<file path="config.mk">
export PLATFORM = sky130hd
export DESIGN_NAME = bcd_convert_arbiter
export DESIGN_NICKNAME = d
export VERILOG_FILES = /design/src/rtl/bcd_convert_arbiter.sv
export SDC_FILE = /design/constraint.sdc
export NUM_CORES = 1
export LEC_CHECK = 0
export CAP_MARGIN = 20
export CORE_AREA = 2 2 70 72
export CTS_BUF_LIST = sky130_fd_sc_hd__clkbuf_8
export CTS_CLUSTER_SIZE = 16
export DETAILED_ROUTE_END_ITERATION = 8
export DIE_AREA = 0 0 72 74
export PLACE_DENSITY = 0.8
export REMOVE_ABC_BUFFERS = 1
export SLEW_MARGIN = 5
export SYNTH_ARGS = -nofsm -noshare
export SYNTH_HDL_FRONTEND = slang
export SYNTH_SLANG_ARGS = --single-unit
export TNS_END_PERCENT = 5
</file>
<file path="constraint.sdc">
create_clock -name clk -period 1.9 [get_ports clk]
set_clock_uncertainty 0.05 [all_clocks]
set_input_delay 0.38 -clock clk [delete_from_list [all_inputs] [get_ports clk]]
set_output_delay 0.38 -clock clk [all_outputs]
set_load 0.03 [all_outputs]
</file>
<file path="src/rtl/bcd_convert_arbiter.sv">
// -----------------------------------------------------------------------------
// bcd_convert_arbiter
//
// Shared binary-to-BCD converter serving four requesters. Requests are
// arbitrated round-robin. The granted channel's 8-bit operand is captured and
// converted with an 8-step double-dabble sequence. The three decimal digits are
// then presented together with the originating channel index.
//
// Ports
//   clk       in   1   single clock, all state updates on the rising edge
//   rst       in   1   synchronous, active-high reset
//   req       in   4   req[i] high = channel i wants a conversion
//   bin_in    in  32   channel i operand at bin_in[8i+7:8i], stable while req[i]
//   ack       out  4   one-hot, one-cycle pulse: operand of that channel captured
//   busy      out  1   high while a conversion is in progress (SHIFT state)
//   done      out  1   one-cycle pulse: ones/tens/hundreds/done_id are valid
//   done_id   out  2   channel index of the last completed conversion
//   ones      out  4   BCD units digit of the last result
//   tens      out  4   BCD tens digit of the last result
//   hundreds  out  4   BCD hundreds digit of the last result (0..2)
//
// Timing: ack is high in the first SHIFT cycle. Eight SHIFT edges follow, and
// done is high in the cycle after the eighth. That cycle is already IDLE, so a
// request still pending there is granted at the end of it. The result is one
// conversion every 9 cycles.
// -----------------------------------------------------------------------------
module bcd_convert_arbiter (
  input  logic        clk,
  input  logic        rst,
  input  logic [3:0]  req,
  input  logic [31:0] bin_in,
  output logic [3:0]  ack,
  output logic        busy,
  output logic        done,
  output logic [1:0]  done_id,
  output logic [3:0]  ones,
  output logic [3:0]  tens,
  output logic [3:0]  hundreds
);

  typedef enum logic {
    IDLE  = 1'b0,
    SHIFT = 1'b1
  } state_t;

  // ---------------------------------------------------------------------------
  // State
  // ---------------------------------------------------------------------------
  state_t      state, state_nxt;
  logic [1:0]  last_gnt, last_gnt_nxt;   // channel granted most recently
  logic [1:0]  cur_id, cur_id_nxt;       // channel owning the running conversion
  logic [2:0]  cnt, cnt_nxt;             // completed double-dabble iterations
  logic [11:0] bcd, bcd_nxt;             // hundreds | tens | ones accumulator
  logic [7:0]  sr, sr_nxt;               // operand bits still to be shifted in
  logic [3:0]  ack_nxt;
  logic        done_nxt;
  logic [1:0]  done_id_nxt;
  logic [3:0]  ones_nxt, tens_nxt, hundreds_nxt;

  // ---------------------------------------------------------------------------
  // Round-robin arbiter: start the search one past the last grant and wrap.
  // The offset runs 1..4, and 2'(4) wraps to 0, so the channel granted last is
  // examined last.
  // ---------------------------------------------------------------------------
  logic       gnt_valid;
  logic [1:0] gnt_sel;
  logic [1:0] cand;

  always_comb begin
    gnt_valid = 1'b0;
    gnt_sel   = last_gnt;
    cand      = last_gnt;
    for (int k = 1; k <= 4; k++) begin
      cand = last_gnt + 2'(k);
      if (!gnt_valid && req[cand]) begin
        gnt_valid = 1'b1;
        gnt_sel   = cand;
      end
    end
  end

  logic [7:0] gnt_operand;
  assign gnt_operand = bin_in[{gnt_sel, 3'b000} +: 8];

  // ---------------------------------------------------------------------------
  // Double-dabble step: add 3 to every nibble >= 5, then shift the
  // {bcd, sr} pair left by one so the operand MSB enters the ones digit.
  // ---------------------------------------------------------------------------
  function automatic logic [11:0] dabble_adjust(input logic [11:0] b);
    logic [11:0] r;
    r = b;
    for (int n = 0; n < 3; n++) begin
      if (b[4*n +: 4] >= 4'd5) r[4*n +: 4] = b[4*n +: 4] + 4'd3;
    end
    return r;
  endfunction

  logic [11:0] bcd_adj;
  logic [11:0] bcd_shifted;
  logic [7:0]  sr_shifted;

  always_comb begin
    bcd_adj     = dabble_adjust(bcd);
    bcd_shifted = {bcd_adj[10:0], sr[7]};
    sr_shifted  = {sr[6:0], 1'b0};
  end

  // ---------------------------------------------------------------------------
  // Next-state / next-output logic
  // ---------------------------------------------------------------------------
  always_comb begin
    // NOTE: every signal gets a default before any branch. Otherwise a path
    // that leaves a signal unassigned infers a latch.
    state_nxt    = state;
    last_gnt_nxt = last_gnt;
    cur_id_nxt   = cur_id;
    cnt_nxt      = cnt;
    bcd_nxt      = bcd;
    sr_nxt       = sr;
    ack_nxt      = 4'b0000;
    done_nxt     = 1'b0;
    done_id_nxt  = done_id;
    ones_nxt     = ones;
    tens_nxt     = tens;
    hundreds_nxt = hundreds;

    unique case (state)
      IDLE: begin
        if (gnt_valid) begin
          ack_nxt      = 4'b0001 << gnt_sel;
          last_gnt_nxt = gnt_sel;
          cur_id_nxt   = gnt_sel;
          sr_nxt       = gnt_operand;
          bcd_nxt      = 12'd0;
          cnt_nxt      = 3'd0;
          state_nxt    = SHIFT;
        end
      end

      SHIFT: begin
        // req is deliberately ignored here; only IDLE arbitrates.
        bcd_nxt = bcd_shifted;
        sr_nxt  = sr_shifted;
        cnt_nxt = cnt + 3'd1;
        if (cnt == 3'd7) begin
          // The eighth step's digits go straight to the result outputs.
          ones_nxt     = bcd_shifted[3:0];
          tens_nxt     = bcd_shifted[7:4];
          hundreds_nxt = bcd_shifted[11:8];
          done_id_nxt  = cur_id;
          done_nxt     = 1'b1;
          state_nxt    = IDLE;
        end
      end

      default: state_nxt = IDLE;
    endcase
  end

  // ---------------------------------------------------------------------------
  // Registers. Reset has priority over every input in the same cycle, and it
  // aborts a running conversion without producing a done pulse.
  // ---------------------------------------------------------------------------
  always_ff @(posedge clk) begin
    // NOTE: sequential state uses non-blocking assignments. Each register then
    // samples pre-edge values regardless of statement order.
    if (rst) begin
      state    <= IDLE;
      last_gnt <= 2'd3;
      cur_id   <= 2'd0;
      cnt      <= 3'd0;
      bcd      <= 12'd0;
      sr       <= 8'd0;
      ack      <= 4'b0000;
      done     <= 1'b0;
      done_id  <= 2'd0;
      ones     <= 4'd0;
      tens     <= 4'd0;
      hundreds <= 4'd0;
    end else begin
      state    <= state_nxt;
      last_gnt <= last_gnt_nxt;
      cur_id   <= cur_id_nxt;
      cnt      <= cnt_nxt;
      bcd      <= bcd_nxt;
      sr       <= sr_nxt;
      ack      <= ack_nxt;
      done     <= done_nxt;
      done_id  <= done_id_nxt;
      ones     <= ones_nxt;
      tens     <= tens_nxt;
      hundreds <= hundreds_nxt;
    end
  end

  assign busy = (state == SHIFT);

  // ---------------------------------------------------------------------------
  // Design invariants
  // ---------------------------------------------------------------------------
  a_ack_onehot: assert property (@(posedge clk) disable iff (rst) $onehot0(ack));
  a_ack_done_excl: assert property (@(posedge clk) disable iff (rst) !(done && (ack != 4'b0000)));
  a_digit_range: assert property (@(posedge clk) disable iff (rst)
                                  (ones <= 4'd9) && (tens <= 4'd9) && (hundreds <= 4'd2));

endmodule

</file>
==> summary.md, run 1 <==
| Metric | Value |
|---|---|
| #FFs+latches synth | `47` |
| Area added between synthesis and finish | `35.2%` |
| WHS | `0.405 ns` |
| HP Class | `flip-flop to flip-flop` |
| First-pass GRT wire length | `7860 um` |
| Fmax | `0.556 GHz` |
| Top cells by area, synth | `dfxtp_1 42%, mux2i_1 9.0%, a22oi_1 5.4%` |
| Pre-CTS setup slack | `-0.303 ns` |
| CTS Buf Count | `5` |
| RSZ-0062 raised after global routing | `no` |
| Initial Utilization | `0.483` |
| Most frequent cells in the layout | `54 x clkdlybuf4s50_1, 46 x dfxtp_1, 20 x mux2i_1` |
| LEAKAGE | `1.20 nW` |
| Post-Place Cells | `348` |
| Placement Rows | `25` |
| TritonCTS clock tree | `done` |
| Setup Viol. Count Final | `0` |
| Final hold violation count | `0` |
| # diodes | `0` |
| Least-Margin Pin Slew | `0.386 ns` |
| Ys async rst share | `0` |
| DR pass1 iterations | `4` |
| Post-synth EDFFs | `0` |
| Yosys top cell area share | `0.424` |
| Clock power share | `0.306` |
| Placer Congestion | `0.780` |
| H-tree depth | `2` |
| Total power | `1.98 mW` |
| Yosys warning total | `0` |
| Crit path capture type | `flip-flop` |
| Average cell area after synthesis | `9.45 um2` |
| Grt total ovfl | `0` |
| CTS Root Cell | `clkbuf_8` |
| CP peak stage delay | `0.47 ns` |
| Crit path kind | `input pin to flip-flop` |
| Nets@finish | `347` |
| Postcts setup bufs | `0` |
| Synth Flop Type | `dfxtp_1` |
| CP Max Fanout | `4` |
| Combinational Power Share | `0.163` |
| Drt initial violations | `106` |
| GRT Total Usage | `0.188` |
| Fin crit share | `0.947` |
| Seq pwr share | `0.531` |
| Critical Path Start Type | `input pin` |
| Slew Limit Fails | `0` |
| Initial antenna violation count | `0` |
| Wire length per cell | `12.9 um` |
| Routed Wire Length | `4590 um` |
| Die X | `72 um` |
| Clock latency on the worst-skew pair | `0.31 ns` |
| P_sw | `0.514 mW` |
| P_int | `1.46 mW` |
| Cells along the critical path | `clkdlybuf4s50_1, nand2_1, a21oi_1, nor3_4, mux2_2, a311o_1` |
| Post-detail-place hpwl | `3440 um` |
| Synth unique cells | `36` |
| Slowest cell on the critical path | `clkdlybuf4s50_1` |
| Clock sinks | `47` |
| Share of cells above drive strength 1 | `0.132` |
| Die height | `74 um` |
| Peak VDD IR | `401 uV` |
| Port Buffers | `57` |
| PD cells | `658 nW/um2` |
| Cell taking the most area after synthesis | `dfxtp_1` |
| Fin cells | `356` |
| Max-cap violations | `0` |
| Status | `complete, no violations` |
| Number of routed nets with antenna violations | `0` |
| Worst Setup Slack, final | `0.100 ns` |
| Largest net degree at the start of global routing | `20` |
| Max_slew headroom | `0.742` |
| Vias in the first global route | `1,823` |
| Period minus WS final | `1.80 ns` |
| I/O pin total | `58` |
| Clock transition at path regs | `0.08 ns` |
| WP data arrival | `1.95 ns` |
| Vias per cell | `5.32` |
| Net Sw Frac | `0.260` |
| Commonest non-fill, non-tap cell in the layout | `clkdlybuf4s50_1` |
| Mapped cell area | `2220 um2` |
| Post-Syn Instances | `235` |
| Die area | `5330 um2` |
| DRC viols | `0` |
| Core ar. | `4600 um2` |
| Critical path required time | `2.05 ns` |
| Via Count | `1,894` |
| CTS Buffer Depth | `2` |
| Sequential fraction of the synthesis area | `0.424` |
-- per-stage QoR --
| step | TNS (ns) | util | area, um2 |
|---|---|---|---|
| after floorplan | -4.40 | - | 2130 |
| after global placement | -3.59 | 0.630 | 2900 |
| after detailed placement | -4.87 | 0.630 | 2900 |
| after CTS | 0 | 0.650 | 2990 |
| after global routing | 0 | 0.653 | 3000 |
| final | 0 | 0.653 | 3000 |
-- flip-flops by register name, summed over array words and instances, names as in the netlist --
register and cells:
cnt 3, ones 4, tens 4, last_gnt 2, bcd 12, done_id 2
hundreds 4, busy 1, sr 8, done 1, cur_id 2, ack 4
-- cell families (layout without fill, tap and decap cells) --
group	Yosys count	in the layout	share of synthesized area
DFF	47	47	0.424
AOI/OAI and AO/OA	63	63	0.195
and+or+nand+nor	71	71	0.174
xor gates and xnor gates	3	3	0.0118
buffers and inverters	22	89	0.0552
adders and majority gates	8	8	0.0451
muxes	21	21	0.0952
-- final cells by class --
cell class | count | area (um2)
Fill cell | 381 | 1600
Multi-Input combinational cell | 166 | 1170
Sequential cell | 47 | 942
Timing Repair Buffer | 72 | 702
Clock buffer | 5 | 68.8
Tap cell | 54 | 67.6
Inverter | 9 | 33.8
Clock inverter | 3 | 20.0
-- worst paths after layout --
kind | from | endpoint | slack [ns] | cells after the start
max | req[1] | sr[0] | 0.1 | 6
min | hundreds[3] | hundreds[3] | 0.40 | 2
min reg2reg | hundreds[3] | hundreds[3] | 0.40 | 2
max reg2reg | last_gnt[1] | sr[0] | 0.19 | 5
-- cells in the mapped netlist, types with 2 or more instances --
cell / instances
ha_1: 8
nand2b_1: 7
nor2_1: 19
o21ai_0: 11
nor3b_1: 9
mux2i_1: 20
dfxtp_1: 47
a22o_1: 9
buf_4: 2
nand3_1: 5
a22oi_1: 16
and3b_1: 2
or2_2: 8
buf_6: 2
a21oi_1: 16
o221ai_1: 7
nand2_1: 12
clkbuf_1: 6
inv_1: 8
nor3_1: 2
xnor2_1: 3
nor2b_1: 2
-- repair_timing --
action | CTS | global route
gates resized for setup | 0 | 5
hold buffers | 0 | 0
setup endpoints to repair | 0 | 8
-- layer usage --
metal	track usage	wire length [um]
met5	0	0
met4	0.0755	76
met3	0.0420	189
met2	0.338	2280
met1	0.217	2050
-- power groups by stage --
stage | Clock [mW] | Sequential (mW) | Combinational (mW)
final | 0.604 | 1.05 | 0.322
after global routing | 0.656 | 1.05 | 0.353
after CTS | 0.620 | 1.05 | 0.323
after detailed placement | 0 | 1.07 | 0.322
after global placement | 0 | 1.07 | 0.315
after floorplan | 0 | 1.08 | 0.146
-- worst max-delay path, delay by kind of cell --
kind                   cells  cell delay, ns
AO/OA/AOI/OAI              2            0.44
multiplexers               1            0.36
AND/OR/NAND/NOR            2            0.30
buffers and inverters      1            0.47
No activity file was read; power rests on OpenSTA's default activity.
==> inputs of run 2 (changes only) <==
--- a/config.mk
+++ b/config.mk
@@ -11,6 +11,7 @@
 export CTS_CLUSTER_SIZE = 16
 export DETAILED_ROUTE_END_ITERATION = 8
 export DIE_AREA = 0 0 72 74
+export GPL_TIMING_DRIVEN = 0
 export PLACE_DENSITY = 0.8
 export REMOVE_ABC_BUFFERS = 1
 export SLEW_MARGIN = 5
==> run 2 against run 1 <==
Net effect:
- total power rose by 5.9%
- first-iteration DRC count decreased by 26%
- via count is 0.26% lower
- critical path type unchanged
==> summary.md, run 2 (synthesis results as in run 1) <==
| Metric | Value |
|---|---|
| Number of flip-flops under the largest register name | `12 (unchanged)` |
| Slowest cell on the critical path | `clkdlybuf4s50_1` |
| Routed Wire Length | `4550 um (-0.81%)` |
| Largest net degree at the start of global routing | `32 (+60%)` |
| Reg-to-Reg End | `sr[0]` |
| Net Sw Frac | `0.243 (-0.0166)` |
| Hold-fix buffers at CTS | `0 (unchanged)` |
| H-tree depth | `2 (unchanged)` |
| Fin crit share | `0.938 (-0.00933)` |
| DR pass1 iterations | `4 (unchanged)` |
| Via Count | `1,889 (-0.26%)` |
| WHS Path Cells | `2 (unchanged)` |
| Final hold violation count | `0 (unchanged)` |
| Storage cell area | `948 um2 (+0.66%)` |
| Clock transition at path regs | `0.09 ns (about the same)` |
| Vias per cell | `5.46 (+2.6%)` |
| Initial Utilization | `0.483 (unchanged)` |
| TritonCTS clock tree | `done` |
| First-pass GRT wire length | `7470 um (-5.0%)` |
| P_int | `1.58 mW (+8.3%)` |
| Worst Setup Slack, final | `0.118 ns (+0.0177 ns)` |
| Seq pwr share | `0.505 (-0.026)` |
| WP data arrival | `1.92 ns (-0.03 ns)` |
| Critical R2R Launch | `last_gnt[1]` |
| Core ar. | `4600 um2 (unchanged)` |
| Largest Register | `bcd` |
| Least-Margin Pin Slew | `0.585 ns (+0.199 ns)` |
| Slew Limit Fails | `0 (unchanged)` |
| Setup Viol. Count Final | `0 (unchanged)` |
| Regs by FF count | `bcd: 12 flops, sr: 8 flops` |
| Flop2flop setup slack | `0.12 ns (-0.07 ns)` |
| GRT Total Usage | `0.176 (-0.0113)` |
| Post-detail-place hpwl | `3130 um (-9.1%)` |
| Port Buffers | `57 (unchanged)` |
| Pre-CTS setup slack | `-0.845 ns (-0.542 ns)` |
| Nets@finish | `337 (-2.9%)` |
| CP peak stage delay | `0.56 ns (+0.09 ns)` |
| LEAKAGE | `1.15 nW (-3.9%)` |
| CP Max Fanout | `3 (-1)` |
| Combinational Power Share | `0.145 (-0.018)` |
| Critical path required time | `2.04 ns (about the same)` |
| # diodes | `0 (unchanged)` |
| Max_slew headroom | `0.610 (-0.132)` |
| Drt initial violations | `78 (-26%)` |
| Wire length per cell | `13.2 um (+2.1%)` |
| PD cells | `704 nW/um2 (+7.1%)` |
| Critical Path Start Type | `input pin` |
| Vias in the first global route | `1,719 (-5.7%)` |
| CTS Buffer Depth | `2 (unchanged)` |
| Most frequent cells in the layout | `52 x clkdlybuf4s50_1, 45 x dfxtp_1, 19 x mux2i_1` |
| Placer Congestion | `0.763 (-2.1%)` |
| CTS Buf Count | `5 (unchanged)` |
| Fmax | `0.561 GHz (+1.0%)` |
| I/O pin total | `58 (unchanged)` |
| RSZ-0062 raised after global routing | `no` |
| HP Class | `flip-flop to flip-flop` |
| Grt total ovfl | `0 (unchanged)` |
| Cells along the critical path | `clkdlybuf4s50_1, a21oi_1, nor3_4, mux2_2, a311o_1` |
| Placed cell area | `2810 um2 (-3.0%)` |
| Cell area after layout | `2970 um2 (-1.0%)` |
| Die area | `5330 um2 (unchanged)` |
| Fin cells | `346 (-2.8%)` |
| Placement Rows | `25 (unchanged)` |
| DRC viols | `0 (unchanged)` |
| Period minus WS final | `1.78 ns (-0.0177 ns)` |
| Number of routed nets with antenna violations | `0 (unchanged)` |
| WHS | `0.404 ns (-0.00101 ns)` |
| Share of cells above drive strength 1 | `0.123 (-0.00916)` |
| Crit path capture type | `flip-flop` |
| Post-Place Cells | `335 (-3.7%)` |
| Footprint of the multi-input gates | `1210 um2 (+4.0%)` |
| Hold Crit Start | `hundreds[3]` |
| Peak VDD IR | `327 uV (-18%)` |
| Max-cap violations | `0 (unchanged)` |
| Die X | `72 um (unchanged)` |
| Clock sinks | `47 (unchanged)` |
| Crit path kind | `input pin to flip-flop` |
| P_sw | `0.509 mW (-0.83%)` |
| Area added between synthesis and finish | `33.8%` |
| Hold Path End | `hundreds[3]` |
| Clock latency on the worst-skew pair | `0.30 ns (about the same)` |
| Die height | `74 um (unchanged)` |
| Commonest non-fill, non-tap cell in the layout | `clkdlybuf4s50_1` |
| R2R depth | `5 (unchanged)` |
| Clock power share | `0.350 (+0.044)` |
| Layout fillers | `395 (+3.7%)` |
| CTS Root Cell | `clkbuf_8` |
| Initial antenna violation count | `0 (unchanged)` |
| Status | `complete, no violations` |
==> run 2: cell count changes in the layout (fill, tap and decap cells not counted), moves of 2 or more <==
cell | before | now
clkdlybuf4s50_1 | 54 | 52
buf_4 | 14 | 3
dfxtp_4 | 0 | 2
clkinvlp_4 | 2 | 0
dlymetal6s2s_1 | 2 | 0
dlygate4sd2_1 | 0 | 4
nand2_2 | 0 | 2
nand2_1 | 12 | 10
==> run 2: how the worst max path moves through the flow <==
stage	depth (start not counted)	from	slack, ns	to
4_1_cts	4	rst	-0.05	sr[6]
2_1_floorplan	5	last_gnt[1]	-0.72	sr[0]
5_1_grt	6	req[0]	0.04	sr[1]
3_5_place_dp	4	rst	-0.84	sr[6]
6_report	5	req[0]	0.12	sr[0]
3_3_place_gp	6	req[3]	-1.43	sr[0]
==> run 2: through the flow <==
step | power, mW | TNS [ns] | util
finish | 2.09 | 0 | 0.646
detailed placement | 1.38 | -23.05 | 0.611
floorplan | 1.23 | -4.40 | -
global placement | 1.35 | -32.42 | 0.602
global route | 2.18 | 0 | 0.646
CTS | 2.10 | -0.245 | 0.640
==> run 2: area by class of cell <==
class                      instances  share of cell area
clock inverter                     3              0.0147
multi-input combinational        167               0.409
inverter                           9              0.0114
clock buffer                       5              0.0232
timing repair buffer              61               0.200
sequential                        47               0.319
tap                               54              0.0227
==> run 2: what timing repair did <==
item                       in CTS  in global routing
hold endpoints to repair        0                  0
setup endpoints to repair      38                 22
gates cloned                    0                  1
buffers inserted                2                  1
pin swaps                       1                  3
gates resized for setup        10                 12
==> run 2: routing by layer <==
metal / vias up / GRT usage / wire (um) / part of all wire
li1: 959 / - / - / -
met1: 876 / 0.218 / 1980 / 0.43
met2: 50 / 0.305 / 2310 / 0.51
met3: 4 / 0.0434 / 214 / 0.047
met4: 0 / 0.0566 / 46 / 0.010
met5: - / 0 / 0 / 0
==> run 2: power groups by stage <==
stage | registers (mW) | clock network, mW | logic, mW
floorplan | 1.08 | 0 | 0.146
global placement | 1.08 | 0 | 0.276
detailed placement | 1.08 | 0 | 0.300
CTS | 1.06 | 0.741 | 0.306
global route | 1.06 | 0.784 | 0.335
finish | 1.06 | 0.732 | 0.305
==> run 2: worst max-delay path, delay by kind of cell <==
| family | cells | cell delay, ns |
|---|---|---|
| simple gates | 1 | 0.17 |
| compound gates | 2 | 0.43 |
| mux | 1 | 0.38 |
| buf+inv | 1 | 0.56 |
